File: src/rtl/multicycle_seq_pkg.sv
// Shared opcodes, state encoding, instruction field slices
// and the decode bundle for the multicycle sequencer.
package multicycle_seq_pkg;

  localparam logic [3:0] OP_ADD  = 4'd0;
  localparam logic [3:0] OP_SUB  = 4'd1;
  localparam logic [3:0] OP_AND  = 4'd2;
  localparam logic [3:0] OP_OR   = 4'd3;
  localparam logic [3:0] OP_SLT  = 4'd4;
  localparam logic [3:0] OP_ADDI = 4'd5;
  localparam logic [3:0] OP_LW   = 4'd6;
  localparam logic [3:0] OP_SW   = 4'd7;
  localparam logic [3:0] OP_BEQ  = 4'd8;
  localparam logic [3:0] OP_JUMP = 4'd9;
  localparam logic [3:0] OP_HALT = 4'd15;

  localparam int OP_HI  = 15;
  localparam int OP_LO  = 12;
  localparam int R1_HI  = 11;
  localparam int R1_LO  = 8;
  localparam int R2_HI  = 7;
  localparam int R2_LO  = 4;
  localparam int R3_HI  = 3;
  localparam int R3_LO  = 0;
  localparam int IMM_HI = 7;
  localparam int IMM_LO = 0;

  typedef enum logic [3:0] {
    S_IDLE,
    S_FETCH,
    S_DECODE,
    S_RDA,
    S_RDB,
    S_EXEC,
    S_MEM,
    S_WB,
    S_HALT
  } state_t;

  typedef struct packed {
    logic [1:0] num_reads;
    logic       is_alu;
    logic       uses_mem;
    logic       mem_write;
    logic       writes_reg;
    logic       is_branch;
    logic       is_jump;
    logic       is_halt;
  } dec_t;

endpackage

File: src/rtl/multicycle_seq_if.sv
// Shared memory port between the sequencer (master)
// and the instruction/data memory (slave).
interface multicycle_seq_if #(
  parameter int WORD_W = 16
);
  logic              M_REQ;
  logic              M_W;
  logic [WORD_W-1:0] MADDR;
  logic [WORD_W-1:0] MDATAOUT;
  logic [WORD_W-1:0] MDATAIN;
  logic              M_ACK;

  modport master (
    output M_REQ, M_W, MADDR, MDATAOUT,
    input  MDATAIN, M_ACK
  );

  modport slave (
    input  M_REQ, M_W, MADDR, MDATAOUT,
    output MDATAIN, M_ACK
  );
endinterface

File: src/rtl/multicycle_seq_decode.sv
// Opcode classifier: how many register reads an
// instruction needs and which later states it visits.
module multicycle_seq_decode
  import multicycle_seq_pkg::*;
(
  input  logic [3:0] op,
  output dec_t       dec
);

  always_comb begin
    dec = '0;
    unique case (1'b1)
      (op <= OP_SLT): begin
        dec.num_reads  = 2'd2;
        dec.is_alu     = 1'b1;
        dec.writes_reg = 1'b1;
      end
      (op == OP_ADDI): begin
        dec.num_reads  = 2'd1;
        dec.writes_reg = 1'b1;
      end
      (op == OP_LW): begin
        dec.uses_mem   = 1'b1;
        dec.writes_reg = 1'b1;
      end
      (op == OP_SW): begin
        dec.num_reads  = 2'd1;
        dec.uses_mem   = 1'b1;
        dec.mem_write  = 1'b1;
      end
      (op == OP_BEQ): begin
        dec.num_reads  = 2'd2;
        dec.is_branch  = 1'b1;
      end
      (op == OP_JUMP): dec.is_jump = 1'b1;
      (op == OP_HALT): dec.is_halt = 1'b1;
      default: ;
    endcase
  end

endmodule

File: src/rtl/multicycle_seq.sv
// Multi-cycle instruction sequencer: fetch, operand reads,
// ALU drive, memory access, write-back and PC update.
module multicycle_seq
  import multicycle_seq_pkg::*;
#(
  parameter int WORD_W = 16,
  parameter int PC_W   = 8,
  parameter int REG_A  = 4
) (
  input  logic              DCLK,
  input  logic              RSTN,
  input  logic              RUN,
  output logic              BUSY,
  output logic              HALTED,
  output logic [PC_W-1:0]   PC_OUT,
  multicycle_seq_if.master  mem,
  output logic              R_W,
  output logic [REG_A-1:0]  RADDR,
  output logic [WORD_W-1:0] RDATAOUT,
  input  logic [WORD_W-1:0] RDATAIN,
  output logic [3:0]        SEL_OUT,
  output logic [WORD_W-1:0] DATA1_OUT,
  output logic [WORD_W-1:0] DATA2_OUT,
  input  logic [WORD_W-1:0] ALU_RES,
  input  logic              ALU_ZERO
);

  state_t            state, nxt;
  logic [WORD_W-1:0] ir, a, b, res;
  logic [PC_W-1:0]   pc, pc_val, pc_inc, pc_br;
  logic              pc_ld, done;
  logic [3:0]        op, r1, r2, r3;
  logic [7:0]        imm8;
  logic [WORD_W-1:0] imm_ext, pc_ext;
  dec_t              dec;

  assign op      = ir[OP_HI:OP_LO];
  assign r1      = ir[R1_HI:R1_LO];
  assign r2      = ir[R2_HI:R2_LO];
  assign r3      = ir[R3_HI:R3_LO];
  assign imm8    = ir[IMM_HI:IMM_LO];
  assign imm_ext = WORD_W'(imm8);
  assign pc_ext  = WORD_W'(pc);
  assign pc_inc  = pc + PC_W'(1);
  assign pc_br   = pc_inc + PC_W'($signed(r3));

  assign BUSY   = (state != S_IDLE) && (state != S_HALT);
  assign HALTED = (state == S_HALT);
  assign PC_OUT = pc;

  multicycle_seq_decode u_dec (
    .op  (op),
    .dec (dec)
  );

  // Strobes depend only on state and registers, so reset drops them at once
  always_comb begin
    mem.M_REQ    = 1'b0;
    mem.M_W      = 1'b0;
    mem.MADDR    = '0;
    mem.MDATAOUT = '0;
    R_W          = 1'b0;
    RADDR        = '0;
    RDATAOUT     = '0;
    SEL_OUT      = OP_ADD;
    DATA1_OUT    = '0;
    DATA2_OUT    = '0;
    unique case (state)
      S_FETCH: begin
        mem.M_REQ = 1'b1;
        mem.MADDR = pc_ext;
      end
      S_DECODE: RADDR = REG_A'(dec.is_alu ? r2 : r1);
      S_RDA:    RADDR = REG_A'(dec.is_branch ? r2 : r3);
      S_EXEC: begin
        SEL_OUT   = dec.is_alu ? op
                  : (dec.is_branch ? OP_SUB : OP_ADD);
        DATA1_OUT = a;
        DATA2_OUT = (dec.is_alu || dec.is_branch) ? b : imm_ext;
      end
      S_MEM: begin
        mem.M_REQ    = 1'b1;
        mem.M_W      = dec.mem_write;
        mem.MADDR    = imm_ext;
        mem.MDATAOUT = a;
      end
      S_WB: begin
        R_W      = 1'b1;
        RADDR    = REG_A'(r1);
        RDATAOUT = res;
      end
      default: ;
    endcase
  end

  always_comb begin
    nxt    = state;
    done   = 1'b0;
    pc_ld  = 1'b0;
    pc_val = pc_inc;
    unique case (state)
      S_IDLE:  if (RUN) nxt = S_FETCH;
      S_FETCH: if (mem.M_ACK) nxt = S_DECODE;
      S_DECODE: begin
        if (dec.is_halt) nxt = S_HALT;
        else if (dec.num_reads != 2'd0) nxt = S_RDA;
        else if (dec.uses_mem) nxt = S_MEM;
        else begin
          done  = 1'b1;
          pc_ld = 1'b1;
          if (dec.is_jump) pc_val = PC_W'(imm8);
        end
      end
      S_RDA: begin
        if (dec.num_reads == 2'd2) nxt = S_RDB;
        else if (dec.uses_mem) nxt = S_MEM;
        else nxt = S_EXEC;
      end
      S_RDB: nxt = S_EXEC;
      S_EXEC: begin
        if (dec.writes_reg) nxt = S_WB;
        else begin
          done  = 1'b1;
          pc_ld = 1'b1;
          if (dec.is_branch && ALU_ZERO) pc_val = pc_br;
        end
      end
      S_MEM: begin
        if (mem.M_ACK) begin
          if (dec.writes_reg) nxt = S_WB;
          else begin
            done  = 1'b1;
            pc_ld = 1'b1;
          end
        end
      end
      S_WB: begin
        done  = 1'b1;
        pc_ld = 1'b1;
      end
      S_HALT: nxt = S_HALT;
      default: nxt = S_IDLE;
    endcase
    if (done) nxt = RUN ? S_FETCH : S_IDLE;
  end

  always_ff @(posedge DCLK or negedge RSTN) begin
    if (!RSTN) state <= S_IDLE;
    else       state <= nxt;
  end

  always_ff @(posedge DCLK or negedge RSTN) begin
    if (!RSTN) begin
      ir  <= '0;
      a   <= '0;
      b   <= '0;
      res <= '0;
      pc  <= '0;
    end else begin
      if (pc_ld) pc <= pc_val;
      if (state == S_FETCH && mem.M_ACK) ir <= mem.MDATAIN;
      if (state == S_RDA) a <= RDATAIN;
      if (state == S_RDB) b <= RDATAIN;
      if (state == S_EXEC) res <= ALU_RES;
      if (state == S_MEM && mem.M_ACK) res <= mem.MDATAIN;
    end
  end

endmodule

File: src/flat_wrapper.sv
// flat-port wrapper written by rule: the top's interface ports become plain ports
module multicycle_seq_flat import multicycle_seq_pkg::*;
#(
  parameter int WORD_W = 16,
  parameter int PC_W   = 8,
  parameter int REG_A  = 4
)
  (DCLK, RSTN, RUN, BUSY, HALTED, PC_OUT, R_W, RADDR, RDATAOUT, RDATAIN, SEL_OUT, DATA1_OUT, DATA2_OUT, ALU_RES, ALU_ZERO, mem_M_REQ, mem_M_W, mem_MADDR, mem_MDATAOUT, mem_MDATAIN, mem_M_ACK);
  multicycle_seq_if #(.WORD_W(WORD_W)) mem_i ();
  input  logic DCLK;
  input  logic RSTN;
  input  logic RUN;
  output logic BUSY;
  output logic HALTED;
  output logic [PC_W-1:0] PC_OUT;
  output logic R_W;
  output logic [REG_A-1:0] RADDR;
  output logic [WORD_W-1:0] RDATAOUT;
  input  logic [WORD_W-1:0] RDATAIN;
  output logic [3:0] SEL_OUT;
  output logic [WORD_W-1:0] DATA1_OUT;
  output logic [WORD_W-1:0] DATA2_OUT;
  input  logic [WORD_W-1:0] ALU_RES;
  input  logic ALU_ZERO;
  output wire logic [$bits(mem_i.M_REQ)-1:0] mem_M_REQ;
  output wire logic [$bits(mem_i.M_W)-1:0] mem_M_W;
  output wire logic [$bits(mem_i.MADDR)-1:0] mem_MADDR;
  output wire logic [$bits(mem_i.MDATAOUT)-1:0] mem_MDATAOUT;
  input wire logic [$bits(mem_i.MDATAIN)-1:0] mem_MDATAIN;
  input wire logic [$bits(mem_i.M_ACK)-1:0] mem_M_ACK;
  assign mem_M_REQ = mem_i.M_REQ;
  assign mem_M_W = mem_i.M_W;
  assign mem_MADDR = mem_i.MADDR;
  assign mem_MDATAOUT = mem_i.MDATAOUT;
  assign mem_i.MDATAIN = mem_MDATAIN;
  assign mem_i.M_ACK = mem_M_ACK;
  multicycle_seq #(.WORD_W(WORD_W), .PC_W(PC_W), .REG_A(REG_A)) u_core (.DCLK(DCLK), .RSTN(RSTN), .RUN(RUN), .BUSY(BUSY), .HALTED(HALTED), .PC_OUT(PC_OUT), .mem(mem_i), .R_W(R_W), .RADDR(RADDR), .RDATAOUT(RDATAOUT), .RDATAIN(RDATAIN), .SEL_OUT(SEL_OUT), .DATA1_OUT(DATA1_OUT), .DATA2_OUT(DATA2_OUT), .ALU_RES(ALU_RES), .ALU_ZERO(ALU_ZERO));
endmodule
File: config.mk
export PLATFORM = sky130hd
export DESIGN_NAME = multicycle_seq_flat
export DESIGN_NICKNAME = d
export VERILOG_FILES = /design/src/rtl/multicycle_seq_pkg.sv /design/src/rtl/multicycle_seq_if.sv /design/src/rtl/multicycle_seq_decode.sv /design/src/rtl/multicycle_seq.sv /design/src/flat_wrapper.sv
export SDC_FILE = /design/constraint.sdc
export NUM_CORES = 1
export LEC_CHECK = 0
export CAP_MARGIN = 10
export CELL_PAD_IN_SITES_DETAIL_PLACEMENT = 0
export CELL_PAD_IN_SITES_GLOBAL_PLACEMENT = 1
export CORE_ASPECT_RATIO = 2
export CORE_MARGIN = 4
export CORE_UTILIZATION = 32
export DETAILED_ROUTE_END_ITERATION = 6
export GPL_ROUTABILITY_DRIVEN = 0
export HOLD_SLACK_MARGIN = 0.15
export PLACE_DENSITY = 0.82
export SYNTH_ARGS = -nofsm -noshare
export SYNTH_HDL_FRONTEND = slang
export SYNTH_SLANG_ARGS = --single-unit
File: constraint.sdc
create_clock -name DCLK -period 2.42 [get_ports DCLK]
set_input_delay 0.242 -clock DCLK [delete_from_list [all_inputs] [get_ports DCLK]]
set_output_delay 0.242 -clock DCLK [all_outputs]
set_load 0.02 [all_outputs]
==> results of run 1 <==
[state kept, by name (all words and copies together), names as in the netlist]
signal,count
u_core.a,16
u_core.b,16
u_core.ir,16
u_core.res,16
u_core.PC_OUT,8
u_core.state,4
[Yosys cell counts, types with 3 or more instances]
cell type,number
buf_4,9
a211o_1,3
nand2_1,21
dfrtp_1,76
a221oi_1,3
a21oi_1,10
xor2_1,3
nor2b_1,3
a22o_1,11
a222oi_1,20
o22ai_1,3
nand3_1,4
buf_1,3
nor4bb_1,3
mux2_2,50
nor2_1,25
xnor2_1,5
clkbuf_1,19
o21a_1,5
and3_1,3
inv_1,33
a31oi_1,7
buf_2,10
and2_1,57
nor3_1,10
ha_1,8
o21ai_0,15
mux2i_1,11
or3_1,4
[layer usage]
| metal | vias up | GRT usage (%) | wire length, um |
|---|---|---|---|
| met4 | 0 | 11.51 | 968 |
| li1 | 2091 | - | - |
| met1 | 2324 | 20.32 | 5706 |
| met2 | 186 | 36.61 | 9232 |
| met5 | - | 0 | 0 |
| met3 | 51 | 4.597 | 936 |
[metrics by stage]
step	TNS [ps]	utilization, %	instances	area (um2)	total power, mW
floorplan	0	-	486	4770	5.721
global placement	-133.1	47.10	839	6759	8.066
detailed placement	-225.5	47.10	839	6759	8.218
CTS	0	49.14	859	7052	9.512
global route	-199.1	50.58	868	7258	10.49
finish	-27.38	50.58	868	7258	9.848
[power groups by stage]
stage	logic [mW]	registers, mW	clock network [mW]
after floorplan	3.42	2.30	0
after global placement	5.64	2.43	0
after detailed placement	5.75	2.47	0
after CTS	5.65	2.47	1.40
after global routing	6.47	2.57	1.46
final	5.97	2.50	1.38
[final timing paths]
kind | start | slack [ps] | endpoint | cells past startpoint
worst max-delay path | u_core.PC_OUT[1]$_DFFE_PN0N_ | -30 | u_core.PC_OUT[7]$_DFFE_PN0N_ | 11
worst min-delay path | RSTN | 470 | u_core.res[1]$_DFFE_PN0P_ | 2
worst max register to register | u_core.PC_OUT[1]$_DFFE_PN0N_ | -30 | u_core.PC_OUT[7]$_DFFE_PN0N_ | 11
worst min register to register | u_core.b[13]$_DFFE_PN0P_ | 500 | u_core.b[13]$_DFFE_PN0P_ | 1
max in group asynchronous | RSTN | 1270 | u_core.ir[8]$_DFFE_PN0P_ | 3
min in group DCLK | u_core.b[13]$_DFFE_PN0P_ | 500 | u_core.b[13]$_DFFE_PN0P_ | 1
[cells by family (layout without fill, tap and decap cells)]
family / count (synthesis) / in the layout / share of synthesized area [%]
other: 1 / 9 / 0.07982
multiplexers: 61 / 61 / 14.33
XOR/XNOR: 8 / 8 / 1.491
flip-flops: 76 / 76 / 40.48
AO/OA/AOI/OAI: 102 / 102 / 16.62
adder cells (fa/ha/maj): 9 / 9 / 2.557
buffers and inverters: 74 / 264 / 6.897
AND/OR/NAND/NOR: 147 / 147 / 17.55
[timing repair]
action,4_1_cts,5_1_grt
gates cloned,1,2
pin swaps,2,12
setup endpoints to repair,83,25
buffers inserted,2,7
gates resized for setup,103,38
hold buffers,1,0
endpoints found under the hold margin,47,0
[worst reg2reg max path: stages (launching register included)]
cell	delay (ps)
dfrtp_2	410
ha_4	210
nand3_2	120
xnor2_2	190
ha_4	310
o211a_1	170
a211oi_2	50
buf_4	150
nor4bb_1	280
mux2i_1	150
a211o_1	280
o211ai_2	70
[final cells by class]
| cell class | instances | area share (%) |
|---|---|---|
| inverter | 33 | 1.707 |
| timing repair buffer | 215 | 27.13 |
| tap | 192 | 3.310 |
| clock buffer | 10 | 3.155 |
| sequential | 76 | 26.36 |
| multi-input combinational | 336 | 37.36 |
| clock inverter | 6 | 0.9826 |
==> metrics, run 1 <==
Crit path max-delay family compound AO/OA/AOI/OAI gates; clock net sink count 76; Core Rows 62; final-report max-slew violation count 0; die width 93.68 um; total grt overflow 0; chip height 179.4 um; # DRC 3; maximum single-stage delay on the critical path 410 ps; cts bufs inserted 9; total net switching power 4.159 mW; worst min-delay path class input pin to async pin; maximum number of pins on one net before global-route repair 50; antenna diode count 0; area occupied by multi-input gates 0.002711 mm2; category of the worst setup path capture point register; number of detailed-routing iterations run before antenna repair 7; CP max stage cell dfrtp_2; overall via count from detail_route 4652; number of standard cells after synthesis 478; I/O pins 154; placeable core region 0.01435 mm2; number of endpoints failing setup at the final stage 1; initial antenna violation count 0; area occupied by registers 0.001913 mm2; Achievable Freq 408.6 MHz; outcome complete, but fails checks; Syn Std Cell Area 0.004698 mm2; number of nets still failing antenna checks after routing 0; Worst-Skew Late Latency 340 ps; setup ws final -27.38 ps; average footprint of a synthesized cell 9.829 um2; share of layout cells above drive strength 1 27.37%; first-pass GRT wire length 25810 um; dominant register cell in the synthesized netlist dfrtp_1; CP Data Required Time 2680 ps; setup repair after global routing missed its margin yes; number of enable-type register cells in the synthesized netlist 0; number of violations of the max-capacitance limit 0; Worst Setup Path Type register to register; post-route clock skew 10.75 ps; Initial Utilization 32.74%; Detailed Route Iter0 Violations 286; switching part of the total 42.23%; number of library cell types mapped by synthesis 59; biggest area consumer among synthesized cells dfrtp_1; synthesis-to-finish area growth 54.49%; proportion of netlist area held by the largest area contributor 40.48%; ranking of synthesized cells by area dfrtp_1 (40%), mux2_2 (12%), and2_1 (7.6%); buffers from clock root to sink, at most 2; crit path DAT 2710 ps; Clock Root Buffer clkbuf_16; Pwr Density 1357 mW/mm2; library cell appearing most often on the critical path ha_4; clock network fraction of total power 14.0%; Seq pwr share 25.4%; post-detailed-placement half-perimeter wirelength 12510 um; Internal Power 5.689 mW; Total Routed Length 16840 um; vias per cell 5.359; TritonCTS clock tree done; die area 0.01680 mm2; clock-pin slew of the registers on the worst-case setup and hold paths 60 ps; Worst VDD drop 0.0007578 V; warnings from Yosys 0; combined buffer and inverter count along the critical path 1; setup slack after placement -54.57 ps; Seq/Total Area, Yosys 40.48%; number of port buffers 144; top library cells by usage in the layout, fill and taps aside dlygate4sd2_1 (68), dfrtp_1 (67), buf_4 (62); fraction of synthesis flops using an asynchronous set or reset pin 100.0%; number of global-route vias before repair 4852; cell-by-cell trace of the critical path ha_4 > nand3_2 > xnor2_2 > ha_4 > o211a_1 > a211oi_2 > buf_4 > nor4bb_1 > mux2i_1 > a211o_1 > o211ai_2; filler instances 1356; max_slew headroom 56.06%; total of flip-flops plus latches after synthesis 76; hold violation total from the final report 0; part of the cycle the worst path needs 101.1%; worst-margin pin slew 659.1 ps; post-layout minimum cycle time 2447 ps; maximum fanout along the worst path 5; number of H-tree levels 3; layout net count 733; failing checks DRC, setup timing; commonest non-fill, non-tap cell in the layout dlygate4sd2_1; critical path launch point type register; total track usage 19.98%; leakage power summed over all cells 3.479 nW; wire per inst 19.41 um; worst slack on hold paths 470.1 ps; fraction of power consumed by combinational cells 60.7%
(Power assumes the default switching activity.)
==> inputs of run 2 (changes only) <==
Settings changed: GPL_ROUTABILITY_DRIVEN 0 to default, SKIP_LAST_GASP from default to 1.
==> metrics, run 2 (synthesis results as in run 1) <==
total net switching power 4.067 mW (was 4.159 mW); Total Routed Length 16410 um (was 16840 um); TritonCTS clock tree done (unchanged); maximum single-stage delay on the critical path 390 ps (was 410 ps); critical path launch point type register (unchanged); number of H-tree levels 3 (unchanged); first-pass GRT wire length 25520 um (was 25810 um); Worst-Skew Late Latency 330 ps (was 340 ps); Achievable Freq 408.1 MHz (was 408.6 MHz); filler instances 1360 (was 1356); failing checks setup timing (was DRC, setup timing); leakage power summed over all cells 3.599 nW (was 3.479 nW); # DRC 0 (was 3); max_slew headroom 59.15% (was 56.06%); Seq pwr share 25.5% (was 25.4%); synthesis-to-finish area growth 55.58% (was 54.49%); final-report max-slew violation count 0 (unchanged); cell-by-cell trace of the critical path ha_4 > nand3_4 > xnor2_4 > ha_4 > o211a_1 > a211oi_2 > buf_4 > nor4bb_2 > mux2i_1 > a211o_1 > o211ai_2 (was ha_4 > nand3_2 > xnor2_2 > ha_4 > o211a_1 > a211oi_2 > buf_4 > nor4bb_1 > mux2i_1 > a211o_1 > o211ai_2); setup repair after global routing missed its margin yes (unchanged); top library cells by usage in the layout, fill and taps aside dlygate4sd2_1 (71), dfrtp_1 (69), buf_4 (68) (was dlygate4sd2_1 (68), dfrtp_1 (67), buf_4 (62)); antenna diode count 0 (unchanged); die area 0.01680 mm2 (unchanged); initial antenna violation count 0 (unchanged); wire per inst 18.84 um (was 19.41 um); clock net sink count 76 (unchanged); number of nets still failing antenna checks after routing 0 (unchanged); worst slack on hold paths 470.5 ps (was 470.1 ps); crit path DAT 2700 ps (was 2710 ps); Crit path max-delay family compound AO/OA/AOI/OAI gates (unchanged); placeable core region 0.01435 mm2 (unchanged); Pwr Density 1327 mW/mm2 (was 1357 mW/mm2); fraction of power consumed by combinational cells 60.8% (was 60.7%); CP max stage cell dfrtp_2 (unchanged); die width 93.68 um (unchanged); clock-pin slew of the registers on the worst-case setup and hold paths 60 ps (about the same); Detailed Route Iter0 Violations 233 (was 286); Core Rows 62 (unchanged); number of port buffers 144 (unchanged); worst min-delay path class input pin to async pin (unchanged); vias per cell 5.197 (was 5.359); CP Data Required Time 2670 ps (was 2680 ps); commonest non-fill, non-tap cell in the layout dlygate4sd2_1 (unchanged); setup ws final -30.39 ps (was -27.38 ps); Clock Root Buffer clkbuf_16 (unchanged); layout net count 737 (was 733); Worst VDD drop 0.0006502 V (was 0.0007578 V); Initial Utilization 32.74% (unchanged); hold violation total from the final report 0 (unchanged); library cell appearing most often on the critical path ha_4 (unchanged); category of the worst setup path capture point register (unchanged); post-detailed-placement half-perimeter wirelength 12630 um (was 12510 um); part of the cycle the worst path needs 101.3% (was 101.1%); Worst Setup Path Type register to register (unchanged); buffers from clock root to sink, at most 2 (unchanged); setup slack after placement -156.9 ps (was -54.57 ps); clock network fraction of total power 13.7% (was 14.0%); outcome complete, but fails checks (unchanged); number of endpoints failing setup at the final stage 1 (unchanged); switching part of the total 41.91% (was 42.23%); share of layout cells above drive strength 1 27.84% (was 27.37%); worst-margin pin slew 612.7 ps (was 659.1 ps); maximum fanout along the worst path 5 (unchanged); I/O pins 154 (unchanged); post-layout minimum cycle time 2450 ps (was 2447 ps); number of violations of the max-capacitance limit 0 (unchanged); total grt overflow 0 (unchanged); combined buffer and inverter count along the critical path 1 (unchanged); weighted congestion at the end of routability-driven global placement 0.9295; number of detailed-routing iterations run before antenna repair 7 (unchanged); chip height 179.4 um (unchanged); overall via count from detail_route 4527 (was 4652); cts bufs inserted 9 (unchanged); Internal Power 5.637 mW (was 5.689 mW); total track usage 19.63% (was 19.98%); post-route clock skew 4.462 ps (was 10.75 ps); number of global-route vias before repair 4901 (was 4852); maximum number of pins on one net before global-route repair 43 (was 50)
## run 2: cell types whose count changed in the layout (fill, tap and decap cells not counted), sizes merged
cell	change
buf	+5
clkbuf	-2
clkdlybuf4s15	-8
clkdlybuf4s50	-1
clkinv	+1
clkinvlp	+1
dlygate4sd2	+3
dlymetal6s2s	+6
inv	-2
## run 2: final cells by class
| class | instances | area (um2) | share of cell area, % |
|---|---|---|---|
| clock buffer | 9 | 225.2 | 3.081 |
| clock inverter | 6 | 66.31 | 0.9072 |
| inverter | 33 | 123.9 | 1.695 |
| multi-input combinational | 336 | 2764 | 37.81 |
| sequential | 76 | 1911 | 26.14 |
| tap | 192 | 240.2 | 3.287 |
| timing repair buffer | 219 | 1979 | 27.08 |
## run 2: worst paths after layout
path | cells after the start | startpoint | to | slack (ps)
min in group DCLK | 1 | u_core.b[13]$_DFFE_PN0P_ | u_core.b[13]$_DFFE_PN0P_ | 500
max reg2reg | 11 | u_core.PC_OUT[1]$_DFFE_PN0N_ | u_core.PC_OUT[7]$_DFFE_PN0N_ | -30
max in group asynchronous | 3 | RSTN | u_core.ir[13]$_DFFE_PN0P_ | 1340
min | 2 | RSTN | u_core.res[0]$_DFFE_PN0P_ | 470
min reg2reg | 1 | u_core.b[13]$_DFFE_PN0P_ | u_core.b[13]$_DFFE_PN0P_ | 500
max | 11 | u_core.PC_OUT[1]$_DFFE_PN0N_ | u_core.PC_OUT[7]$_DFFE_PN0N_ | -30
## run 2: per-stage QoR
stage / setup TNS (ps) / std cells / area (um2) / utilization (%) / power [mW]
after CTS: -502.1 / 869 / 7164 / 49.92 / 9.602
after global placement: -372.6 / 848 / 6814 / 47.48 / 8.106
after global routing: -281.7 / 871 / 7310 / 50.93 / 10.37
after detailed placement: -547.8 / 848 / 6814 / 47.48 / 8.267
final: -30.39 / 871 / 7310 / 50.93 / 9.703
after floorplan: 0 / 486 / 4770 / - / 5.721
## run 2: metal layers
metal | vias up | routed length, um | GRT usage (%)
met5 | - | 0 | 0
met3 | 31 | 817 | 4.388
li1 | 2093 | - | -
met2 | 156 | 9328 | 37.20
met1 | 2247 | 5603 | 19.65
met4 | 0 | 657 | 9.705
## run 2: repair_timing
action | in CTS | in global routing
hold endpoints to repair | 41 | 0
pin swaps | 8 | 16
hold buffers | 1 | 0
setup buffers | 4 | 2
resized for setup | 94 | 42
endpoints found under the setup margin | 87 | 37
cloned | 1 | 0
## run 2: power by group through the flow
stage | Combinational [mW] | Sequential, mW | Clock, mW
after detailed placement | 5.81 | 2.46 | 0
after global placement | 5.69 | 2.42 | 0
after global routing | 6.38 | 2.56 | 1.43
final | 5.90 | 2.47 | 1.33
after floorplan | 3.42 | 2.30 | 0
after CTS | 5.79 | 2.45 | 1.36
## run 2: worst reg2reg max path, stage by stage, from the launching register on
cell,delay [ps]
dfrtp_2,390
ha_4,190
nand3_4,120
xnor2_4,170
ha_4,310
o211a_1,170
a211oi_2,60
buf_4,150
nor4bb_2,270
mux2i_1,150
a211o_1,320
o211ai_2,70
